File: config.mk
export PLATFORM = sky130hd
export DESIGN_NAME = sw_order_capture
export DESIGN_NICKNAME = d
export VERILOG_FILES = /design/src/rtl/sw_order_capture.sv
export SDC_FILE = /design/constraint.sdc
export NUM_CORES = 1
export LEC_CHECK = 0
export CAP_MARGIN = 5
export CELL_PAD_IN_SITES_DETAIL_PLACEMENT = 2
export CELL_PAD_IN_SITES_GLOBAL_PLACEMENT = 2
export CORE_MARGIN = 4
export CORE_UTILIZATION = 40
export CTS_CLUSTER_DIAMETER = 150
export CTS_CLUSTER_SIZE = 10
export DETAILED_ROUTE_END_ITERATION = 8
export HOLD_SLACK_MARGIN = 0.05
export PLACE_DENSITY = 0.82
export SLEW_MARGIN = 20
export SYNTH_ARGS = -nofsm -noshare
export SYNTH_HDL_FRONTEND = slang
export SYNTH_SLANG_ARGS = --single-unit
File: constraint.sdc
create_clock -name CLK -period 8.2 [get_ports CLK]
set_clock_uncertainty 0.2 [all_clocks]
set_input_delay 1.64 -clock CLK [delete_from_list [all_inputs] [get_ports CLK]]
set_output_delay 1.64 -clock CLK [all_outputs]
set_load 0.05 [all_outputs]
File: src/rtl/sw_order_capture.sv
// Switch input conditioner: synchronise, debounce and edge-detect each slide switch,
// then rank debounced rises in arrival order into an octal-packed vector.
module sw_order_capture #(
  parameter int unsigned N_SW     = 6,
  parameter int unsigned DEBOUNCE = 2800000,
  parameter int unsigned RANK_W   = 3
) (
  input  logic                     CLK,
  input  logic                     reset,
  input  logic [N_SW-1:0]          sw_raw,
  input  logic                     restart,
  output logic [N_SW-1:0]          sw_stable,
  output logic [N_SW-1:0]          rise_p,
  output logic [N_SW*RANK_W-1:0]   order,
  output logic                     all_off,
  output logic                     rank_full
);

  localparam int unsigned CNT_W = $clog2(DEBOUNCE + 1);
  localparam int unsigned ORD_W = N_SW * RANK_W;
  localparam logic [CNT_W-1:0]  CNT_LAST = CNT_W'(DEBOUNCE - 1);
  localparam logic [RANK_W-1:0] RANK_MAX = RANK_W'((1 << RANK_W) - 1);
  localparam logic [RANK_W-1:0] RANK_ONE = RANK_W'(1);

  logic [N_SW-1:0]   sync1_q, sync2_q;
  logic [N_SW-1:0]   stable_q, stable_d;
  logic [N_SW-1:0]   rise_q, rise_d;
  logic [CNT_W-1:0]  cnt_q [N_SW];
  logic [CNT_W-1:0]  cnt_d [N_SW];
  logic [ORD_W-1:0]  order_q, order_d;
  logic [RANK_W-1:0] next_rank_q, next_rank_d;
  logic [RANK_W-1:0] rank_ptr;
  logic              all_off_q, all_off_d;
  logic              rank_full_q, rank_full_d;

  // Per-channel debounce: accept a new level after DEBOUNCE consecutive differing cycles
  always_comb begin
    stable_d = stable_q;
    for (int i = 0; i < N_SW; i++) begin
      cnt_d[i] = cnt_q[i];
      if (sync2_q[i] == stable_q[i]) begin
        cnt_d[i] = '0;
      end else if (cnt_q[i] == CNT_LAST) begin
        stable_d[i] = sync2_q[i];
        cnt_d[i]    = '0;
      end else begin
        cnt_d[i] = cnt_q[i] + CNT_W'(1);
      end
    end
    rise_d = stable_d & ~stable_q;
  end

  // Rank rises lowest index first; pointer saturates at the top rank value
  always_comb begin
    order_d  = order_q;
    rank_ptr = next_rank_q;
    for (int i = 0; i < N_SW; i++) begin
      if (rise_d[i]) begin
        order_d[i*RANK_W +: RANK_W] = rank_ptr;
        if (rank_ptr != RANK_MAX) begin
          rank_ptr = rank_ptr + RANK_W'(1);
        end
      end
    end
    next_rank_d = rank_ptr;
    if (restart) begin
      order_d     = '0;
      next_rank_d = RANK_ONE;
    end
    rank_full_d = (next_rank_d == RANK_MAX);
    all_off_d   = ~|stable_q;
  end

  always_ff @(posedge CLK or posedge reset) begin
    if (reset) begin
      sync1_q     <= '0;
      sync2_q     <= '0;
      stable_q    <= '0;
      rise_q      <= '0;
      order_q     <= '0;
      next_rank_q <= RANK_ONE;
      all_off_q   <= 1'b1;
      rank_full_q <= 1'b0;
      for (int i = 0; i < N_SW; i++) begin
        cnt_q[i] <= '0;
      end
    end else begin
      sync1_q     <= sw_raw;
      sync2_q     <= sync1_q;
      stable_q    <= stable_d;
      rise_q      <= rise_d;
      order_q     <= order_d;
      next_rank_q <= next_rank_d;
      all_off_q   <= all_off_d;
      rank_full_q <= rank_full_d;
      for (int i = 0; i < N_SW; i++) begin
        cnt_q[i] <= cnt_d[i];
      end
    end
  end

  assign sw_stable = stable_q;
  assign rise_p    = rise_q;
  assign order     = order_q;
  assign all_off   = all_off_q;
  assign rank_full = rank_full_q;

endmodule

### Word level (Yosys, flattened, before mapping)

Cells that the tools add are included.

* bits in registers: 179
* output and inout bits: 32
* word-level logic and storage cells: 104

* $add $sub $neg: 12
* equality and inequality tests: 19
* multiplexer cells: 44
* bitwise logic cells: 2
* reductions and logical operators: 8

Operators by type and width (number)
* $mux W22: 12
* $add A22 B1 Y22 const B: 6
* $eq A22 B22 Y1 const B: 6
* $mux W3: 19
* $add A3 B1 Y3 const B: 6
* $mux W18: 1
* $ne A3 B3 Y1 const B: 6
* $mux W1: 12
* $reduce_bool A2 Y1: 6
* $and A6 B6 Y6: 1
* $eq A1 B1 Y1: 6
* $not A6 Y6: 1
* $reduce_or A6 Y1: 1
* $eq A3 B3 Y1 const B: 1
* $logic_not A1 Y1: 1

### Longest topological paths before layout

Gate-level depths: netlist of the first run.

* depth after elaboration: 22
* gate-level depth with buffers: 14
* depth with buffers taken out: 11

### Worst setup path after synthesis of the first run

No wires, ideal clock.

* path kind: register to register
* from: register stable_q[0], in the netlist sw_stable[0]
* to: register order_q[17], in the netlist order[17]
* data arrival time: 3.052 ns
* required time: 7.866 ns
* slack: 4.814 ns
* cell stages (with the launch flop): 12
* clock period less this slack: 3.386 ns
* path through: dfrtp_1 nor2b_1 or2b_4 or4_4 and2_4 a2111oi_2 o32ai_2 and2_1 buf_6 maj3_2 nor2_1 nor3_2

* word-level cells in the longest chain between the ends: 18
* elaborated cells on any way between the ends: 24

Ends and longest elaborated chain
* start: declaration: RTL line 26 `logic [N_SW-1:0] stable_q, stable_d;`
* start signal: assignment: RTL line 90 `stable_q <= stable_d;`
* $mux W1 or $eq A1 B1 Y1 (tied branches): RTL line 43, 41
* $mux W1: RTL line 41 `if (sync2_q[i] == stable_q[i]) begin`
* $and A6 B6 Y6 *: RTL line 50 `rise_d = stable_d & ~stable_q;`
* $mux W3 *: RTL line 58 `if (rise_d[i]) begin`
* $add A3 B1 Y3 or $ne A3 B3 Y1 (tied branches): RTL line 61, 60
* $mux W3: RTL line 60 `if (rank_ptr != RANK_MAX) begin`
* $mux W3 *: RTL line 58
* $add A3 B1 Y3 or $ne A3 B3 Y1 (tied branches): RTL line 61, 60
* $mux W3: RTL line 60
* $mux W3 *: RTL line 58
* $add A3 B1 Y3 or $ne A3 B3 Y1 (tied branches): RTL line 61, 60
* $mux W3: RTL line 60
* $mux W3 *: RTL line 58
* $add A3 B1 Y3 or $ne A3 B3 Y1 (tied branches): RTL line 61, 60
* $mux W3: RTL line 60
* $mux W3 * (2 in a row): RTL line 58
* $mux W18 *: RTL line 66 `if (restart) begin`
* end signal: assignment: RTL line 92 `order_q <= order_d;`
* end: declaration: RTL line 30 `logic [ORD_W-1:0] order_q, order_d;`

Mark *: on every way between the ends. The rest lies on a longest branch, timed or not. The select of a mux whose other input is x is not followed.
A chain may end at the register's enable or synchronous reset.

### Worst setup path in the final report of the first run

* from: register cnt_q[110] (netlist name)
* to: register next_rank_q[0]

* word-level cells in the longest chain between the ends: 21
* elaborated cells on any way between the ends: 26

Ends and longest elaborated chain
* start: declaration: RTL line 28 `logic [CNT_W-1:0] cnt_q [N_SW];`
* start signal: indexed assignment: RTL line 97 `cnt_q[i] <= cnt_d[i];`
* $eq A22 B22 Y1 *: RTL line 43 `end else if (cnt_q[i] == CNT_LAST) begin`
* $mux W1 *: RTL line 43
* $mux W1 *: RTL line 41
* $and A6 B6 Y6 *: RTL line 50
* $mux W3 *: RTL line 58
* $add A3 B1 Y3 or $ne A3 B3 Y1 (tied branches): RTL line 61, 60
* $mux W3: RTL line 60
* $mux W3 *: RTL line 58
* (+6 left out)
* $add A3 B1 Y3 or $ne A3 B3 Y1 (tied branches): RTL line 61, 60
* $mux W3: RTL line 60
* $mux W3 *: RTL line 58
* $add A3 B1 Y3 or $ne A3 B3 Y1 (tied branches): RTL line 61, 60
* $mux W3: RTL line 60
* $mux W3 *: RTL line 58
* $mux W3 *: RTL line 66
* via next_rank_d[0]: RTL line 31 `logic [RANK_W-1:0] next_rank_q, next_rank_d;`
* end signal: assignment: RTL line 93 `next_rank_q <= next_rank_d;`
* end: declaration: RTL line 31

Mark *: on every way through the listed nets, which the timed path passes. The rest lies on a longest branch.

==> results by group, run 1 <==
Outcome
  – Outcome: finished, final reports clean

Die
  – Die area: between 20000 and 25000 um2
  – Initial Util: between 40% and 50%
  – Row cnt: 53
  – Number of I/O pins: just over 40
  – Chip height: ~160 um
  – Core ar.: approximately 21000 um2
  – Die X: around 160 um

STA
  – Unrepaired setup endpoints after global routing: no
  – Min Tclk post-route: between 3 and 4 ns
  – Worst setup margin: 4.38 ns
  – Final Cycle Share: a little under half
  – Final Setup Violations: 0
  – Slew headroom: between 30% and 40%
  – F_max: ~0.26 GHz
  – Max-slew violations: 0
  – TNS Setup: 0 ns
  – Final hold violations: 0
  – Tightest Pin Transition: around 1 ns

Critical path
  – Kind of cell adding the most delay to the critical path: simple AND/OR/NAND/NOR gates
  – Worst R2R Path Depth: 11
  – Crit Path Category: reg -> reg
  – Slowest cell on crit path: or4_4
  – Crit path DAT: between 3 and 4 ns
  – CP Buf/Inv Count: 0
  – Crit path depth: 11
  – Crit-path cells: ha_1 -> and3_1 -> nand4_4 -> or4_4 -> a21boi_2 -> a2111oi_2 -> o32ai_2 -> and2_1 -> mux2i_1 -> a21oi_1 -> or2_1
  – CP required: 8.36 ns
  – Crit-path max cell delay: around 0.60 ns
  – Critical Path Start Type: flop
  – Crit-path max FO: 10
  – CP endpoint kind: flop

GRT
  – Pin count of the biggest net entering global routing: 76
  – Total GRT Usage: approximately 20%
  – Vias in the first global route: about 7000
  – Total congestion overflow: 0
  – First-pass GRT wire length: between 30000 and 40000 um
  – Antenna violations before repair: 0

Job
  – Max-cap violations: 0

Clock network
  – Clk slew on worst S/H paths: 0.08 ns
  – CTS H-tree lvls: 4
  – Post-CTS setup buffer count: 0
  – Hold-fix buffers, CTS: 0
  – Clk_lat worst skew: between 0.4 and 0.5 ns
  – TritonCTS Sinks: ~180
  – CTS root buf: clkbuf_16
  – CTS tree: yes
  – Clk buf depth: 2
  – CTS Buf Count: 17
  – Post-cts sizing count: 0

Yosys
  – Area contributors post-synth: dfrtp_1, xor2_1, nor2_1, xnor2_1, nand3_1
  – Most frequent cell after synthesis: dfrtp_1
  – Commonest cells in the netlist: dfrtp_1, nor2_1, xor2_1
  – Synth cell types: between 60 and 70
  – Synthesized area per cell: slightly above 10 um2
  – Main synth FF type: dfrtp_1
  – Register area share after synthesis: about half
  – Yosys top cell by area: dfrtp_1
  – Synth top area share: between 50 and 60%
  – EDFF count, synth: 0
  – #FFs+latches synth: 179
  – FFs w/ async S/R, synth: 100%
  – Syn. warnings: 0
  – Syn Nets: roughly 880
  – Area of the mapped netlist: around 8700 um2
  – Cells after Synth: 860

Worst hold path
  – WHS Path Cells: 0
  – Worst hold path class: reg -> reg

Placed design
  – Detailed Place HPWL: 15000 um
  – Setup slack at placement: roughly 4.4 ns
  – Number of buffers added on ports: 40
  – DP Cell Count: between 1000 and 1500
  – Placer Congestion: around 0.8

Drt
  – DRT Pass-1 Iters: 6
  – Total number of vias: around 6500
  – DR iter-0 viols: roughly 230
  – Post-route ant nets: 0
  – WL final: approximately 22000 um
  – WL/cell: ~19 um
  – Vias/cell: 5.48
  – # DRC: 0

Power and ir drop
  – P_leak: roughly 4.2 nW
  – PD cells: between 150 and 200 nW/um2
  – Peak VDD IR: approximately 130 uV
  – Total power: between 0.0015 and 0.002 W

Finish
  – P&R area growth vs syn: 13.9%
  – Final nets: just over 900
  – Share of layout cells above drive strength 1: about 8%
  – Non-filler cells in the finished layout: around 1200
  – Antenna cell count: 0
  – Layout Utilization: between 40 and 50%
layout make-up:
| cell class | count | area, um2 |
|---|---|---|
| fill | 2245 | 11300 |
| sequential | 179 | 4480 |
| multi-input combinational | 639 | 4000 |
| clock buffer | 19 | 433 |
| timing repair buffer | 43 | 423 |
| tap | 275 | 344 |
| clock inverter | 13 | 115 |
| inverter | 16 | 65.1 |
layer usage:
layer | wire length [um] | vias up | global-route usage, %
met1 | 10100 | 3392 | 25.3
met4 | 322 | 0 | 5.51
met3 | 358 | 19 | 2.81
met5 | 0 | - | 0
li1 | - | 3025 | -
met2 | 11500 | 53 | 34.3
kinds of logic after synthesis:
logic type | after synthesis | synth area share (%)
simple gates | 436 | 26.6
flops | 179 | 51.8
xor+xnor | 118 | 11.9
compound gates | 63 | 4.81
buf+inv | 42 | 2.05
mux | 14 | 1.73
fa+ha+maj | 8 | 1.14
through the flow:
stage	instance area (um2)	hold slack [ns]
after floorplan	8660	0.131
after global placement	9310	0.135
after detailed placement	9310	0.138
after CTS	9860	0.170
after global routing	9860	0.172
final	9860	0.163
cells in the final DEF, fill, tap and decap left out, types with 7 or more instances in the layout:
master	Yosys	layout
ha_1	7	7
and3_1	28	28
clkdlybuf4s50_1	0	40
dfrtp_1	177	177
a21oi_1	25	25
and4_1	7	7
nor3_1	14	14
inv_1	16	15
nor2_1	166	166
nand2_1	60	60
xnor2_1	35	35
o21ai_0	9	9
xor2_1	83	83
nand3_1	54	54
nor4bb_1	7	7
clkbuf_16	0	17
or3_1	10	10
mux2_2	8	8
nand4_1	26	26
flip-flops by register name, indices dropped and copies added (netlist names):
register and cells:
all_off 1, next_rank_q 3, sw_stable 6, sync2_q 6, sync1_q 6, rank_full 1
cnt_q 132, rise_p 6, order 18
power by group:
group	switching (W)	internal [W]
registers	0.0000112	0.000892
clock network	0.000382	0.000400
logic	0.0000395	0.0000142
worst paths after layout:
path	from	endpoint	slack (ns)
min in group asynchronous	reset	sw_stable[5]	1.47
worst max-delay path	cnt_q[110]	next_rank_q[0]	4.38
max in group asynchronous	reset	cnt_q[92]	5.11
worst min register to register	sync1_q[3]	sync2_q[3]	0.16
worst min-delay path	sync1_q[3]	sync2_q[3]	0.16
worst max register to register	cnt_q[110]	next_rank_q[0]	4.38
No activity file was read; power rests on OpenSTA's default activity.
==> run 2, diff against run 1 <==
clock period = 3.6 ns   (was 8.2 ns; I/O delays follow)
==> results by group, run 2 (same netlist as run 1, synthesis figures left out) <==
GRT
  – First-pass GRT wire length: 39400 um (+2.8%)
  – Total GRT Usage: 20.4% (+0.89 points)
  – Vias in the first global route: 7381 (+2.4%)
  – Antenna violations before repair: 0 (unchanged)
  – Pin count of the biggest net entering global routing: 129 (+70%)
  – Total congestion overflow: 0 (unchanged)

Critical path
  – Crit Path Category: reg -> reg
  – Crit-path max cell delay: 0.53 ns (-0.07 ns)
  – Crit path DAT: 3.67 ns (-0.31 ns)
  – Crit-path cells: ha_2 -> and2_1 -> or2b_4 -> or4_4 -> a21boi_4 -> buf_4 -> a21oi_1 -> mux2i_1 -> o221a_2 -> nor2_1 -> o32ai_1 -> a211oi_1
  – Kind of cell adding the most delay to the critical path: simple AND/OR/NAND/NOR gates
  – Critical Path Start Type: flop
  – CP endpoint kind: flop
  – Slowest cell on crit path: or4_4
  – Crit-path max FO: 6 (-4)
  – CP required: 3.66 ns (-4.70 ns)
  – CP Buf/Inv Count: 1 (+1)

Drt
  – Total number of vias: 6660 (+2.6%)
  – # DRC: 0 (unchanged)
  – DRT Pass-1 Iters: 4 (-2)
  – WL/cell: 20.6 um (+9.3%)
  – DR iter-0 viols: 188 (-19%)
  – Post-route ant nets: 0 (unchanged)
  – Vias/cell: 5.52 (+0.68%)
  – WL final: 24800 um (+11%)

Die
  – Initial Util: 40.9% (unchanged)
  – Core ar.: 21200 um2 (unchanged)
  – Chip height: 155 um (unchanged)
  – Die area: 24100 um2 (unchanged)
  – Row cnt: 53 (unchanged)
  – Die X: 155 um (unchanged)
  – Number of I/O pins: 41 (unchanged)

STA
  – Tightest Pin Transition: 1.05 ns (+0.0521 ns)
  – F_max: 0.277 GHz (+5.9%)
  – Final hold violations: 0 (unchanged)
  – Final Cycle Share: 100% (+54 points)
  – Min Tclk post-route: 3.61 ns (-0.214 ns)
  – Hold_ws: 0.150 ns (-0.0137 ns)
  – Final Setup Violations: 1 (+1)
  – Worst setup margin: -0.00648 ns (-4.39 ns)
  – TNS Setup: -0.00648 ns (-0.00648 ns)
  – Slew headroom: 30.1% (-3.5 points)
  – Max-slew violations: 0 (unchanged)

Clock network
  – CTS tree: yes
  – CTS root buf: clkbuf_16
  – Hold-fix buffers, CTS: 0 (unchanged)
  – Clk buf depth: 2 (unchanged)
  – CTS Buf Count: 17 (unchanged)
  – CTS H-tree lvls: 4 (unchanged)
  – Clk_lat worst skew: 0.44 ns (about the same)
  – TritonCTS Sinks: 179 (unchanged)
  – Clk slew on worst S/H paths: 0.07 ns (about the same)

Placed design
  – Number of buffers added on ports: 40 (unchanged)
  – Detailed Place HPWL: 15600 um (+3.9%)
  – DP Cell Count: 1168 (+1.4%)
  – Placer Congestion: 0.742 (-7.9%)

Finish
  – Share of layout cells above drive strength 1: 11.8% (+4.0 points)
  – Leading cell type in the layout, fill and taps excluded: dfrtp_1
  – Largest register FFs: 132 (unchanged)
  – Largest Register: cnt_q
  – P&R area growth vs syn: 18.3%
  – Final nets: 935 (+2.5%)
  – Commonest non-fill, non-tap cells in the layout: dfrtp_1, nor2_1, xor2_1
  – Fillers: 2220 (-1.1%)
  – Antenna cell count: 0 (unchanged)
  – Non-filler cells in the finished layout: 1207 (+1.9%)

Job
  – Max-cap violations: 0 (unchanged)

Power and ir drop
  – P_leak: 4.41 nW (+4.4%)
  – Peak VDD IR: 301 uV (+130%)
  – PD cells: 415 nW/um2 (+140%)

Worst hold path
  – Worst hold path class: reg -> reg

Outcome
  – Violated checks: negative setup slack
  – Outcome: complete, but fails checks
run 2: path summary, 6_finish.rpt:
kind	start	to	slack, ns	depth (start not counted)
worst max-delay path	next_rank_q[1]	next_rank_q[1]	-0.006	12
worst max register to register	next_rank_q[1]	next_rank_q[1]	-0.006	12
min in group asynchronous	reset	sync2_q[3]	0.67	3
max in group asynchronous	reset	cnt_q[113]	2.00	3
worst min-delay path	sync1_q[5]	sync2_q[5]	0.15	0
worst min register to register	sync1_q[5]	sync2_q[5]	0.15	0
run 2: final cells by class:
| class | count | area (um2) | share of cell area [%] |
|---|---|---|---|
| Sequential cell | 179 | 4480 | 43.8 |
| Multi-Input combinational cell | 641 | 4120 | 40.2 |
| Timing Repair Buffer | 64 | 593 | 5.79 |
| Clock buffer | 19 | 443 | 4.32 |
| Tap cell | 275 | 344 | 3.36 |
| Clock inverter | 13 | 198 | 1.93 |
| Inverter | 16 | 63.8 | 0.623 |
run 2: metrics by stage:
stage          area (um2)  utilization, %  power (W)  worst slack (ns)
3_5_place_dp         9440            44.6    0.00223           -0.0505
4_1_cts             10100            47.7    0.00430           0.00280
3_3_place_gp         9440            44.6    0.00222             0.183
5_1_grt             10200            48.4    0.00441           -0.0672
2_1_floorplan        8660               -    0.00217             0.214
6_report            10200            48.4    0.00425          -0.00648
run 2: timing repair:
action	in CTS	in global routing
endpoints found under the setup margin	5	9
setup buffers	0	5
pin swaps	0	3
gates resized for setup	3	17
cloned	0	2
run 2: power breakdown:
group	internal [W]	switching, W	total [W]
sequential	0.00203	0.0000262	0.00206
combinational	0.0000346	0.0000927	0.000127
clock	0.00120	0.000864	0.00206
run 2: layer usage:
layer | track usage [%] | part of all wire [%]
met1 | 25.5 | 43
met2 | 36.6 | 53
met5 | 0 | 0
met4 | 5.34 | 1.7
met3 | 3.53 | 2.3
run 2: worst reg2reg max path, delay by kind of cell, from the launching register on:
kind | cells | cell delay, ns
compound gates | 5 | 1.06
flops | 1 | 0.44
fa+ha+maj | 1 | 0.23
mux | 1 | 0.27
simple gates | 4 | 1.06
buf+inv | 1 | 0.18
==> patch 1, RTL diff (config.mk and constraints of run 1) <==
`RANK_W`: 3 -> 4.
--- a/src/rtl/sw_order_capture.sv
+++ b/src/rtl/sw_order_capture.sv
@@ -3,7 +3,7 @@
 module sw_order_capture #(
   parameter int unsigned N_SW     = 6,
   parameter int unsigned DEBOUNCE = 2800000,
-  parameter int unsigned RANK_W   = 3
+  parameter int unsigned RANK_W   = 4
 ) (
   input  logic                     CLK,
   input  logic                     reset,
Ports: changed (resized order); port bits go from 41 to 47. The function was not compared with the original's and may differ.
==> patch 1 against run 1 <==
Hold slack lost 15 ps. Routed wire length grew 19%. Power grew 3.9%. Area after synthesis grew 10%. Sequential cell count grew 7. Cell area grew 11%. Setup slack lost 3800 ps. Non-clock buffer count grew 7.
==> patch 1: results (changes against run 1) <==
Global routing
  • Initial antenna violation count: 0 (unchanged)
  • First-pass GRT wire length: 45.3 mm (+18%)
  • GRT Total Usage: 21.1% (+1.6 points)
  • Vias in the first global route: 8560 (+19%)
  • Largest net degree at the start of global routing: 118 (+55%)

Synth
  • Leading post-synthesis cells by cell area: dfrtp_1 (48%), nor2_1 (7.1%), xor2_1 (6.6%)
  • Synth Area in Compound Gates: 6.59% (+1.8 points)
  • Mux cell area share after synthesis: 1.69% (-0.045 points)
  • Ys flop type: dfrtp_1
  • Adder-cell share of the synthesized area: 1.57% (+0.43 points)
  • Ys async rst share: 100% (unchanged)
  • YS warnings: 0 (unchanged)
  • Gate count after technology mapping: 1000 (+16%)
  • Synth cell types: 73 (+5.8%)
  • Post-synthesis sequential area ratio: 48.7% (-3.0 points)
  • Syn_nets: 1021 (+17%)
  • Most frequent cells after synthesis: dfrtp_1 (184), nor2_1 (180), nand2_1 (85)
  • Synth Area in XOR/XNOR: 11.4% (-0.58 points)

Placed design
  • I/O Buffers: 46 (+15%)
  • Dpl cells: 1341 (+16%)
  • DP Wirelength: 18.2 mm (+21%)
  • Placer Congestion: 0.815 (+1.1%)
  • Dpl cell area: 10300 um^2 (+11%)
  • Pre-CTS setup slack: 508 ps (-3930 ps)

Clocking
  • PostCTS Resize Cnt: 0 (unchanged)
  • Root Buffer Master: clkbuf_16
  • Worst-Skew Late Latency: 450 ps
  • TritonCTS buffer count: 17 (unchanged)
  • Clk slew on worst S/H paths: 80 ps (about the same)
  • CTS Buffer Depth: 2 (unchanged)
  • # H-tree levels: 4 (unchanged)
  • Post-CTS Setup Repair Bufs: 0 (unchanged)

Setup path
  • Slowest cell on crit path: or4_4
  • CP top delay family: simple AND/OR/NAND/NOR gates
  • CP max stage delay: 610 ps
  • CP max FO: 8 (-2)

Route
  • DRT Wirelength: 26.6 mm (+19%)
  • DRT iter0 DRCs: 371 (+59%)
  • First drt pass iteration count: 4 (-2)
  • Vias: 7523 (+16%)

Finish
  • Max reg flops: 132 (unchanged)
  • # fillers: 2514 (+12%)
  • Finished Layout Cells: 1373 (+16%)
  • Nets: 1062 (+16%)
  • Largest Register: cnt_q
  • Ratio of cells with drive above 1 in the final layout: 7.02% (-0.79 points)
  • # diodes: 0 (unchanged)

STA
  • Hold Fails Final Rpt: 0 (unchanged)
  • Relative max-transition margin: 35.8% (+2.2 points)

Worst hold path
  • Hold WC Path Type: reg2reg

Pwr
  • Pleak: 4.45 nW (+5.5%)
  • Worst vdd ir: 0.0838 mV (-37%)

Status
  • Status: complete, no violations
[patch 1: cell types whose count changed after synthesis, moves of 5 or more]
| cell | before | now |
|---|---|---|
| inv_1 | 16 | 23 |
| a21oi_1 | 25 | 35 |
| xnor2_1 | 35 | 50 |
| nand3_1 | 54 | 81 |
| ha_1 | 7 | 12 |
| xor2_1 | 83 | 72 |
| nor2_1 | 166 | 180 |
| nor2b_1 | 4 | 9 |
| dfrtp_1 | 177 | 184 |
| nand2_1 | 60 | 85 |
[patch 1: cell type report]
class	instances	area (um^2)	area share (%)
multi-input cells	761	4690	43.0
flip-flops and latches	186	4660	42.7
well taps	319	399	3.66
inverters	25	101	0.929
clock inverters	14	133	1.22
repair buffers	50	490	4.50
clock buffers	18	439	4.03
[patch 1: power breakdown]
part | switching, mW | leakage, nW | total (mW) | internal, mW
Sequential | 0.00997 | 2.55 | 0.937 | 0.927
Combinational | 0.0398 | 1.62 | 0.0533 | 0.0135
Clock | 0.408 | 0.280 | 0.818 | 0.410
Total | 0.458 | 4.45 | 1.81 | 1.35
[patch 1: worst paths after layout]
check                                start          to  slack [ps]  cells past startpoint
worst max register to register  cnt_q[120]   rank_full         550                     30
worst max-delay path            cnt_q[120]   rank_full         550                     30
max in group asynchronous            reset  cnt_q[113]        4890                      3
min in group asynchronous            reset   cnt_q[70]        1530                      2
worst min-delay path            sync1_q[3]  sync2_q[3]         150                      0
worst min register to register  sync1_q[3]  sync2_q[3]         150                      0
[patch 1: metal layers]
metal	up-vias	GRT usage, %	part of all wire [%]
li1	3533	-	-
met1	3903	27.9	46
met2	62	36.4	51
met3	25	3.11	1.9
met4	0	6.02	1.2
met5	-	0	0
==> patch 2, RTL diff (flow settings as in run 1) <==
Without the edit above. Add an input register stage for `sw_raw`; this delays it by one clock. The other inputs are not delayed to match.
--- a/src/rtl/sw_order_capture.sv
+++ b/src/rtl/sw_order_capture.sv
@@ -21,6 +21,12 @@
   localparam logic [CNT_W-1:0]  CNT_LAST = CNT_W'(DEBOUNCE - 1);
   localparam logic [RANK_W-1:0] RANK_MAX = RANK_W'((1 << RANK_W) - 1);
   localparam logic [RANK_W-1:0] RANK_ONE = RANK_W'(1);
+
+  logic [N_SW-1:0] sw_raw_q;
+
+  always_ff @(posedge CLK) begin
+    sw_raw_q <= sw_raw;
+  end
 
   logic [N_SW-1:0]   sync1_q, sync2_q;
   logic [N_SW-1:0]   stable_q, stable_d;
@@ -85,7 +91,7 @@
         cnt_q[i] <= '0;
       end
     end else begin
-      sync1_q     <= sw_raw;
+      sync1_q     <= sw_raw_q;
       sync2_q     <= sync1_q;
       stable_q    <= stable_d;
       rise_q      <= rise_d;
Function: no difference found for any inputs over 10 cycles, from zero or initial values and one cycle with reset high; that may be too few to reach the edited logic, so the function may still have changed.
==> patch 2 against run 1 <==
First-iteration DRC count increased by 73%. Non-clock buffer count is 1 lower. Power rose by 3.7%. Sequential cell count grew 6. Critical path depth fell by 1. Utilization shrank 0.071 points. Routed wire length up 7.1%. Area after synthesis rose by 2.8%. Synthesized cell count increased by 3.8%. Setup slack improved by 220 ps. Critical endpoint is now next_rank_q[1]. Largest cell class unchanged. Cell area grew 3.0%.
==> patch 2: results (changes against run 1) <==
Synth
  • Synth cell types: 72 (+4.3%)
  • Most frequent cells after synthesis: dfrtp_1 (177), nor2_1 (163), nand2_1 (85)
  • Post-synthesis sequential area ratio: 51.7% (about the same)
  • Leading post-synthesis cells by cell area: dfrtp_1 (50%), xor2_1 (7.3%), nor2_1 (6.9%)
  • Syn Area/Cell: 9.96 um^2 (-1.0%)
  • Adder-cell share of the synthesized area: 0.984% (-0.16 points)
  • Ys async rst share: 96.8% (-3.2 points)
  • Syn_nets: 909 (+3.8%)
  • Synth Area in XOR/XNOR: 11.5% (-0.42 points)
  • Synth Area in Compound Gates: 6.41% (+1.6 points)
  • Mux cell area share after synthesis: 1.22% (-0.51 points)

Pwr
  • Comb pwr: 0.0530 mW (-1%)
  • Pleak: 4.22 nW (about the same)
  • P_clk: 0.817 mW (+4.5%)
  • Worst vdd ir: 0.120 mV (-9.5%)
  • Net Sw Power: 0.441 mW (+1.8%)

Route
  • DRT Wirelength: 23.8 mm (+7.1%)
  • Routed wl met3: 702 um (+96%)
  • Wire per inst: 19.5 um (+3.4%)
  • Detail Route met2 WL: 12.2 mm (+6.0%)
  • First drt pass iteration count: 4 (-2)
  • Vias per cell: 5.45 (-0.57%)
  • Wl on met1: 10.7 mm (+6.3%)
  • DRT iter0 DRCs: 403 (+73%)

Placed design
  • Dpl cell area: 9590 um^2 (+3.0%)
  • Dpl cells: 1194 (+3.6%)
  • Placer Congestion: 0.775 (-3.8%)
  • Pre-CTS setup slack: 4470 ps (+32.9 ps)
  • DP Wirelength: 16.2 mm (+8.0%)

Worst hold path
  • Hold Crit Endpoint: sync1_q[3]
  • HP Start: sw_raw_q[3]

Finish
  • # fillers: 2332 (+3.9%)
  • Ratio of cells with drive above 1 in the final layout: 8.14% (+0.33 points)
  • Syn-to-layout area delta: 14.2%
  • Nets: 949 (+4.1%)

Setup path
  • CP max stage delay: 430 ps (-170 ps)
  • FF-to-FF path depth: 10 (-1)
  • Reg2Reg Launch Point: cnt_q[110]
  • CP max FO: 6 (-4)
  • Crit path DAT: 3670 ps (-310 ps)

Status
  • Status: complete, no violations

Global routing
  • GR Util met3: 4.67% (+1.9 points)
  • Vias in the first global route: 7467 (+3.6%)
  • First-pass GRT wire length: 40.1 mm (+4.5%)
  • Largest net degree at the start of global routing: 74 (-2.6%)
  • GR Util met2: 35.3% (+1.0 points)
  • GRT Total Usage: 20.5% (+0.91 points)

STA
  • Worst-Margin Slew: 941 ps (-52.2 ps)
  • TNS Setup: 0 ps (unchanged)
  • Hold_ws: 130 ps (-32.7 ps)
-- patch 2: cell count changes after synthesis, moves of 5 or more --
cell | before | now
clkbuf_1 | 22 | 17
dfxtp_1 | 0 | 6
nand2_1 | 60 | 85
nand2b_1 | 4 | 9
nand4_1 | 26 | 21
nor2b_1 | 4 | 9
or3_1 | 10 | 16
xnor2_1 | 35 | 43
xor2_1 | 83 | 74
-- patch 2: worst max-delay path by stage --
stage / start / endpoint / slack (ps)
2_1_floorplan: reset / cnt_q[0] / 1500
3_3_place_gp: reset / rise_p[4] / 4510
3_5_place_dp: reset / cnt_q[115] / 4470
4_1_cts: sw_stable[2] / sw_stable[2] / 4580
5_1_grt: cnt_q[22] / next_rank_q[1] / 4350
6_report: cnt_q[110] / next_rank_q[1] / 4600
-- patch 2: cell type report --
cell class,instances,area share [%]
Tap cell,280,3.45
Clock inverter,14,1.38
Multi-Input combinational cell,672,40.9
Timing Repair Buffer,42,4.09
Clock buffer,18,4.23
Inverter,15,0.604
Sequential cell,185,45.3
